**src/rtl/dif_pair_buf.sv**
```systemverilog
// Radix-2 DIF input commutator: buffers the first half of each frame and pairs it with the second half.
// Optional build macro DIF_PAIR_BUF_OUT_REG_EN adds one output register stage, giving a latency of 3 instead of 2.
module dif_pair_buf #(
    parameter int IN_W         = 10,
    parameter int STAGE        = 0,
    parameter int TOTAL_STAGES = 8
) (
    input  logic                   mclk,
    input  logic                   rst_n,
    input  logic                   i_init,
    input  logic                   i_vld,
    input  logic signed [IN_W-1:0] i_I,
    input  logic signed [IN_W-1:0] i_Q,
    output logic                   o_vld,
    output logic signed [IN_W-1:0] o_LI,
    output logic signed [IN_W-1:0] o_LQ,
    output logic signed [IN_W-1:0] o_RI,
    output logic signed [IN_W-1:0] o_RQ,
    output logic                   o_half,
    output logic                   o_frame_strb
);

    localparam int STAGE_FFT_LEN = 2 ** (TOTAL_STAGES - STAGE);
    localparam int HALF          = STAGE_FFT_LEN / 2;
    localparam int A_W           = (HALF > 1) ? $clog2(HALF) : 1;
    localparam int D_W           = 2 * IN_W;
    localparam logic [A_W-1:0] LAST = A_W'(HALF - 1);

    logic [A_W-1:0] idx;
    logic           phase;
    logic           wr_en;
    logic           rd_en;

    logic [D_W-1:0] mem [2**A_W];
    logic [D_W-1:0] rd_data;
    logic [D_W-1:0] r_dly;
    logic           v1;
    logic           fs1;

    logic           s2_vld;
    logic           s2_fs;
    logic [D_W-1:0] s2_l;
    logic [D_W-1:0] s2_r;

    // Soft init has priority over a valid sample, so an init cycle neither writes nor reads.
    assign wr_en = i_vld & ~i_init & ~phase;
    assign rd_en = i_vld & ~i_init &  phase;

    always_ff @(posedge mclk or negedge rst_n) begin
        if (!rst_n) begin
            idx   <= '0;
            phase <= 1'b0;
        end else if (i_init) begin
            idx   <= '0;
            phase <= 1'b0;
        end else if (i_vld) begin
            if (idx == LAST) begin
                idx   <= '0;
                phase <= ~phase;
            end else begin
                idx <= idx + A_W'(1);
            end
        end
    end

    // NOTE: the RAM and its read/delay registers carry no reset; the valid bits alone qualify them.
    always_ff @(posedge mclk) begin
        if (wr_en)
            mem[idx] <= {i_I, i_Q};
        if (rd_en) begin
            rd_data <= mem[idx];
            r_dly   <= {i_I, i_Q};
        end
    end

    always_ff @(posedge mclk or negedge rst_n) begin
        if (!rst_n) begin
            v1  <= 1'b0;
            fs1 <= 1'b0;
        end else begin
            v1  <= rd_en;
            fs1 <= rd_en & (idx == LAST);
        end
    end

    // The output stage loads only on a valid pair, so data holds between strobes.
    always_ff @(posedge mclk or negedge rst_n) begin
        if (!rst_n) begin
            s2_vld <= 1'b0;
            s2_fs  <= 1'b0;
            s2_l   <= '0;
            s2_r   <= '0;
        end else begin
            s2_vld <= v1;
            s2_fs  <= v1 & fs1;
            if (v1) begin
                s2_l <= rd_data;
                s2_r <= r_dly;
            end
        end
    end

`ifdef DIF_PAIR_BUF_OUT_REG_EN
    logic           s3_vld;
    logic           s3_fs;
    logic [D_W-1:0] s3_l;
    logic [D_W-1:0] s3_r;

    always_ff @(posedge mclk or negedge rst_n) begin
        if (!rst_n) begin
            s3_vld <= 1'b0;
            s3_fs  <= 1'b0;
            s3_l   <= '0;
            s3_r   <= '0;
        end else begin
            s3_vld <= s2_vld;
            s3_fs  <= s2_fs;
            if (s2_vld) begin
                s3_l <= s2_l;
                s3_r <= s2_r;
            end
        end
    end

    assign o_vld        = s3_vld;
    assign o_frame_strb = s3_fs;
    assign o_LI         = s3_l[D_W-1:IN_W];
    assign o_LQ         = s3_l[IN_W-1:0];
    assign o_RI         = s3_r[D_W-1:IN_W];
    assign o_RQ         = s3_r[IN_W-1:0];
`else
    assign o_vld        = s2_vld;
    assign o_frame_strb = s2_fs;
    assign o_LI         = s2_l[D_W-1:IN_W];
    assign o_LQ         = s2_l[IN_W-1:0];
    assign o_RI         = s2_r[D_W-1:IN_W];
    assign o_RQ         = s2_r[IN_W-1:0];
`endif

    assign o_half = phase;

endmodule

```
**config.mk**
```make
export PLATFORM = sky130hd
export DESIGN_NAME = dif_pair_buf
export DESIGN_NICKNAME = d
export VERILOG_FILES = /design/src/rtl/dif_pair_buf.sv
export SDC_FILE = /design/constraint.sdc
export NUM_CORES = 2
export LEC_CHECK = 0
export CAP_MARGIN = 20
export CORE_UTILIZATION = 27
export CTS_CLUSTER_DIAMETER = 40
export DETAILED_ROUTE_END_ITERATION = 10
export GPL_TIMING_DRIVEN = 1
export HOLD_SLACK_MARGIN = 0.03
export PLACE_DENSITY = 0.47
export SLEW_MARGIN = 20
export SYNTH_ARGS = -nofsm -noshare
export SYNTH_HDL_FRONTEND = slang
export SYNTH_SLANG_ARGS = --single-unit
```
**constraint.sdc**
```tcl
create_clock -name mclk -period 5.38 [get_ports mclk]
set_input_delay 1.614 -clock mclk [delete_from_list [all_inputs] [get_ports mclk]]
set_output_delay 1.614 -clock mclk [all_outputs]
set_load 0.05 [all_outputs]
```
==> key figures <==
Clock network
  – Worst skew pair latency: around 0.98 ns
  – CTS tree: built
  – Root buffer cell: clkbuf_16
  – Htree depth: 5
  – Setup repair bufs after CTS: 0
  – Post-CTS sizing: 0
  – CTS max path bufs: 4
  – Total CTS buffers: between 400 and 500
  – Post-CTS Hold Fix Bufs: 0
  – Clock Pin Slew Worst Setup and Hold Paths: 0.06 ns
  – CTS sink cnt: about 2700

STA
  – PnR worst setup slack: around 0.57 ns
  – Hold Fails Final Rpt: 0
  – Fmax: approximately 0.21 GHz
  – Final setup viols: 0
  – Clock Skew: 0.0903 ns
  – Tmin final: 4.81 ns
  – Slew margin rel.: 0.181
  – Worst-margin pin slew: roughly 1.2 ns
  – Fin crit share: 0.894
  – Setup_tns: 0 ns
  – RSZ-0062 raised after global routing: no
  – Slew Limit Fails: 0

Route
  – Initial drt markers: roughly 9600
  – Via count: between 60000 and 70000
  – DR vias/cell: about 5.4
  – Pre-antenna DRT Iters: 9
  – WL per Instance: around 34 um
  – Routed Antenna Nets: 0
  – Residual DRC count: 32
  – Total wire length: roughly 390000 um

Critical path
  – Crit-path cells: nor2_4, buf_12, buf_4, a22oi_1, a211oi_1, or3_1, nor4_1, buf_4, a311oi_2, a211o_1
  – Crit Path Category: flip-flop to flip-flop
  – CP Launch Type: flip-flop
  – CP max-delay cell: a211oi_1
  – Peak per-stage delay on the critical path: just under 0.9 ns
  – Setup slack, reg-to-reg: 0.57 ns
  – R2R cell count: 10
  – Worst setup EP type: flip-flop
  – Reg2Reg Launch Point: idx[1]
  – Crit path DAT: between 5 and 6 ns
  – Worst-path maximum fanout: 32
  – Reg-to-Reg End: rd_data[7]
  – Worst path required time: a little over 6 ns
  – Most frequent CP cell: buf_4

Layout
  – Share of layout cells above drive strength 1: 0.233
  – Finished Layout Cells: around 12000
  – Final core occ: 0.337
  – Final Cell Area: roughly 130000 sq um
  – Synth-to-Final Area Change: 24.3%
  – Nets@finish: roughly 6300

Power
  – Switch share: 0.233
  – Static Leak: slightly below 40 nW
  – Switching power: ~0.012 W
  – Clock Power Share: 0.523
  – Sequential share of power: 0.428
  – VDD IR max: 0.287 mV
  – P_int: 0.0408 W
  – Pwr Density: 424 nW/um^2
  – Combinational share of power: 0.049

Synthesis
  – Synth async-reset ratio: 0.0196
  – Distinct cell type count after synthesis: 72
  – Mapped Avg Cell Area: approximately 17 sq um
  – Synth Instances: roughly 5800
  – Syn. warnings: 0
  – Synthesized area: 101000 sq um
  – Register area share after synthesis: 0.786
  – Post-synth EDFFs: 2600
  – Flops & latches, synth: approximately 2700
  – Post-Syn Nets: roughly 5800
  – Top FF cell, synth: edfxtp_1

Global route
  – Largest net degree at the start of global routing: 130
  – First-pass GRT wire length: 528000 um
  – All-Layer GR Usage: 0.202
  – GR Overflow Total: 0
  – Vias in the first global route: 61300
  – Antenna violations before repair: 46

Run
  – Max Cap Viol: 0

Hold path
  – Hold Crit Class: flip-flop to flip-flop
  – Hold Startpoint: fs1
  – WHS Path Cells: 1
  – Worst Hold Endpoint: o_frame_strb

Outcome
  – Failing checks: DRC
  – Run status: complete, but fails checks

Place
  – Global placer's final weighted congestion: about 0.89
  – Post-DP HPWL: ~240000 um
  – Placed Instances: 10900
  – Port Buffers: 66
  – Dpl ws: approximately 0.55 ns
  – Placed cell area: approximately 110000 sq um

Die
  – Starting Density: 0.271
  – Die H: ~600 um
  – Placeable Area: 372000 sq um
  – Io pins: 67
  – Area of the die: between 300000 and 400000 sq um
  – Site row count: about 220
  – Die Wd: roughly 610 um
worst max path at each step:
stage | from | end | slack, ns | depth (start not counted)
6_report | idx[1] | rd_data[7] | 0.57 | 10
3_3_place_gp | idx[0] | rd_data[7] | 0.58 | 10
4_1_cts | idx[0] | rd_data[7] | 0.52 | 10
2_1_floorplan | i_vld | mem[89][0] | 0.99 | 5
3_5_place_dp | idx[1] | rd_data[7] | 0.55 | 10
5_1_grt | idx[1] | rd_data[7] | 0.77 | 10
stage by stage:
stage	hold WS, ns	total power [W]
finish	0.455	0.0532
global route	0.481	0.0544
CTS	0.463	0.0534
detailed placement	0.449	0.0257
global placement	0.436	0.0257
floorplan	0.352	0.0242
state kept, by name, summed over array words and instances, names as in the netlist, 7 cells and up:
register and cells:
idx 7, mem 2560, r_dly 20, rd_data 20, s2_l 20, s2_r 20
cell type report:
| class | count | area, sq um |
|---|---|---|
| Timing Repair Buffer | 560 | 5090 |
| Fill cell | 35700 | 247000 |
| Sequential cell | 2652 | 79400 |
| Tap cell | 4972 | 6220 |
| Clock inverter | 317 | 3950 |
| Multi-Input combinational cell | 2681 | 20000 |
| Inverter | 6 | 42.5 |
| Antenna cell | 15 | 37.5 |
| Clock buffer | 459 | 10800 |
placed cells by master (no fill, tap or decap), types with 15 or more instances in the layout:
| cell | count |
|---|---|
| edfxtp_1 | 2600 |
| a221oi_1 | 503 |
| buf_4 | 451 |
| clkbuf_16 | 423 |
| a21oi_1 | 253 |
| o21ai_0 | 196 |
| nor2_1 | 196 |
| mux2i_1 | 182 |
| a22oi_1 | 180 |
| mux2_2 | 141 |
| nor2_2 | 120 |
| o22ai_1 | 106 |
| nand2_1 | 100 |
| a222oi_1 | 99 |
| a21o_1 | 87 |
| nor3_1 | 65 |
| clkinv_2 | 60 |
| buf_12 | 60 |
| bufinv_16 | 57 |
| a221o_1 | 56 |
| clkinv_1 | 49 |
| dfrtp_1 | 46 |
| clkinvlp_4 | 45 |
| clkdlybuf4s50_1 | 45 |
| inv_6 | 37 |
| clkinv_4 | 37 |
| clkbuf_1 | 32 |
| nor2b_1 | 29 |
| a22o_1 | 27 |
| o221ai_1 | 24 |
| a31oi_1 | 24 |
| mux4_2 | 22 |
| nand3_1 | 21 |
| o211ai_1 | 21 |
| clkinv_16 | 21 |
| o22a_1 | 20 |
| o2bb2ai_1 | 20 |
| nor4_1 | 17 |
| nand4_1 | 16 |
| diode_2 | 15 |
per-layer routing:
metal  global-route usage  share of wire
met3               0.0572           0.11
met5                    0        0.00026
met2                0.307           0.45
met4               0.0680          0.035
met1                0.276           0.41
power groups by stage:
stage	logic (W)	clock network [W]	registers, W
floorplan	0.00105	0	0.0231
detailed placement	0.00258	0	0.0232
global placement	0.00256	0	0.0232
finish	0.00261	0.0278	0.0227
global route	0.00268	0.0290	0.0227
CTS	0.00258	0.0281	0.0227
cell usage after synthesis, types with 6 or more instances:
cell type	instances	area [sq um]
nand2_1	102	383
a21oi_1	253	1270
mux4_2	22	495
buf_4	30	225
o21ai_0	198	991
o22a_1	20	175
nor4_1	19	119
a31oi_1	24	150
nor2b_1	36	225
edfxtp_1	2600	78100
a21o_1	87	653
dfrtp_1	52	1300
buf_1	69	259
a22o_1	27	236
or3_1	8	50.1
a221oi_1	503	4410
a22oi_1	180	1350
o31ai_1	7	52.6
o211ai_1	21	158
o2bb2ai_1	20	175
buf_6	7	78.8
mux2i_1	182	1820
a41o_1	6	60.1
nand4_1	16	100
mux2_2	141	1590
clkbuf_1	190	713
nor3_1	75	375
nand3_1	21	105
a222oi_1	99	991
o2111ai_1	7	61.3
o22ai_1	106	663
a221o_1	56	561
buf_2	164	821
o311ai_0	8	70.1
o221ai_1	24	210
nor2_1	320	1200
a211oi_1	10	75.1
a211o_1	6	52.6
critical path: cells and delay by family, from the launching register on:
kind / cells / cell delay [ns]
AOI/OAI and AO/OA: 4 / 1.99
and+or+nand+nor: 3 / 0.96
buffers and inverters: 3 / 0.84
DFF: 1 / 0.76
cell families (layout without fill, tap and decap cells):
| group | after synthesis | in the layout | share of synthesized area |
|---|---|---|---|
| AOI/OAI and AO/OA | 1698 | 1698 | 0.126 |
| xor gates and xnor gates | 6 | 6 | 0.000520 |
| adders and majority gates | 1 | 1 | 0.000124 |
| buffers and inverters | 466 | 1342 | 0.0210 |
| DFF | 2652 | 2652 | 0.786 |
| muxes | 345 | 345 | 0.0387 |
| other | 0 | 15 | 0 |
| and+or+nand+nor | 631 | 631 | 0.0278 |
(Power assumes the default switching activity.)
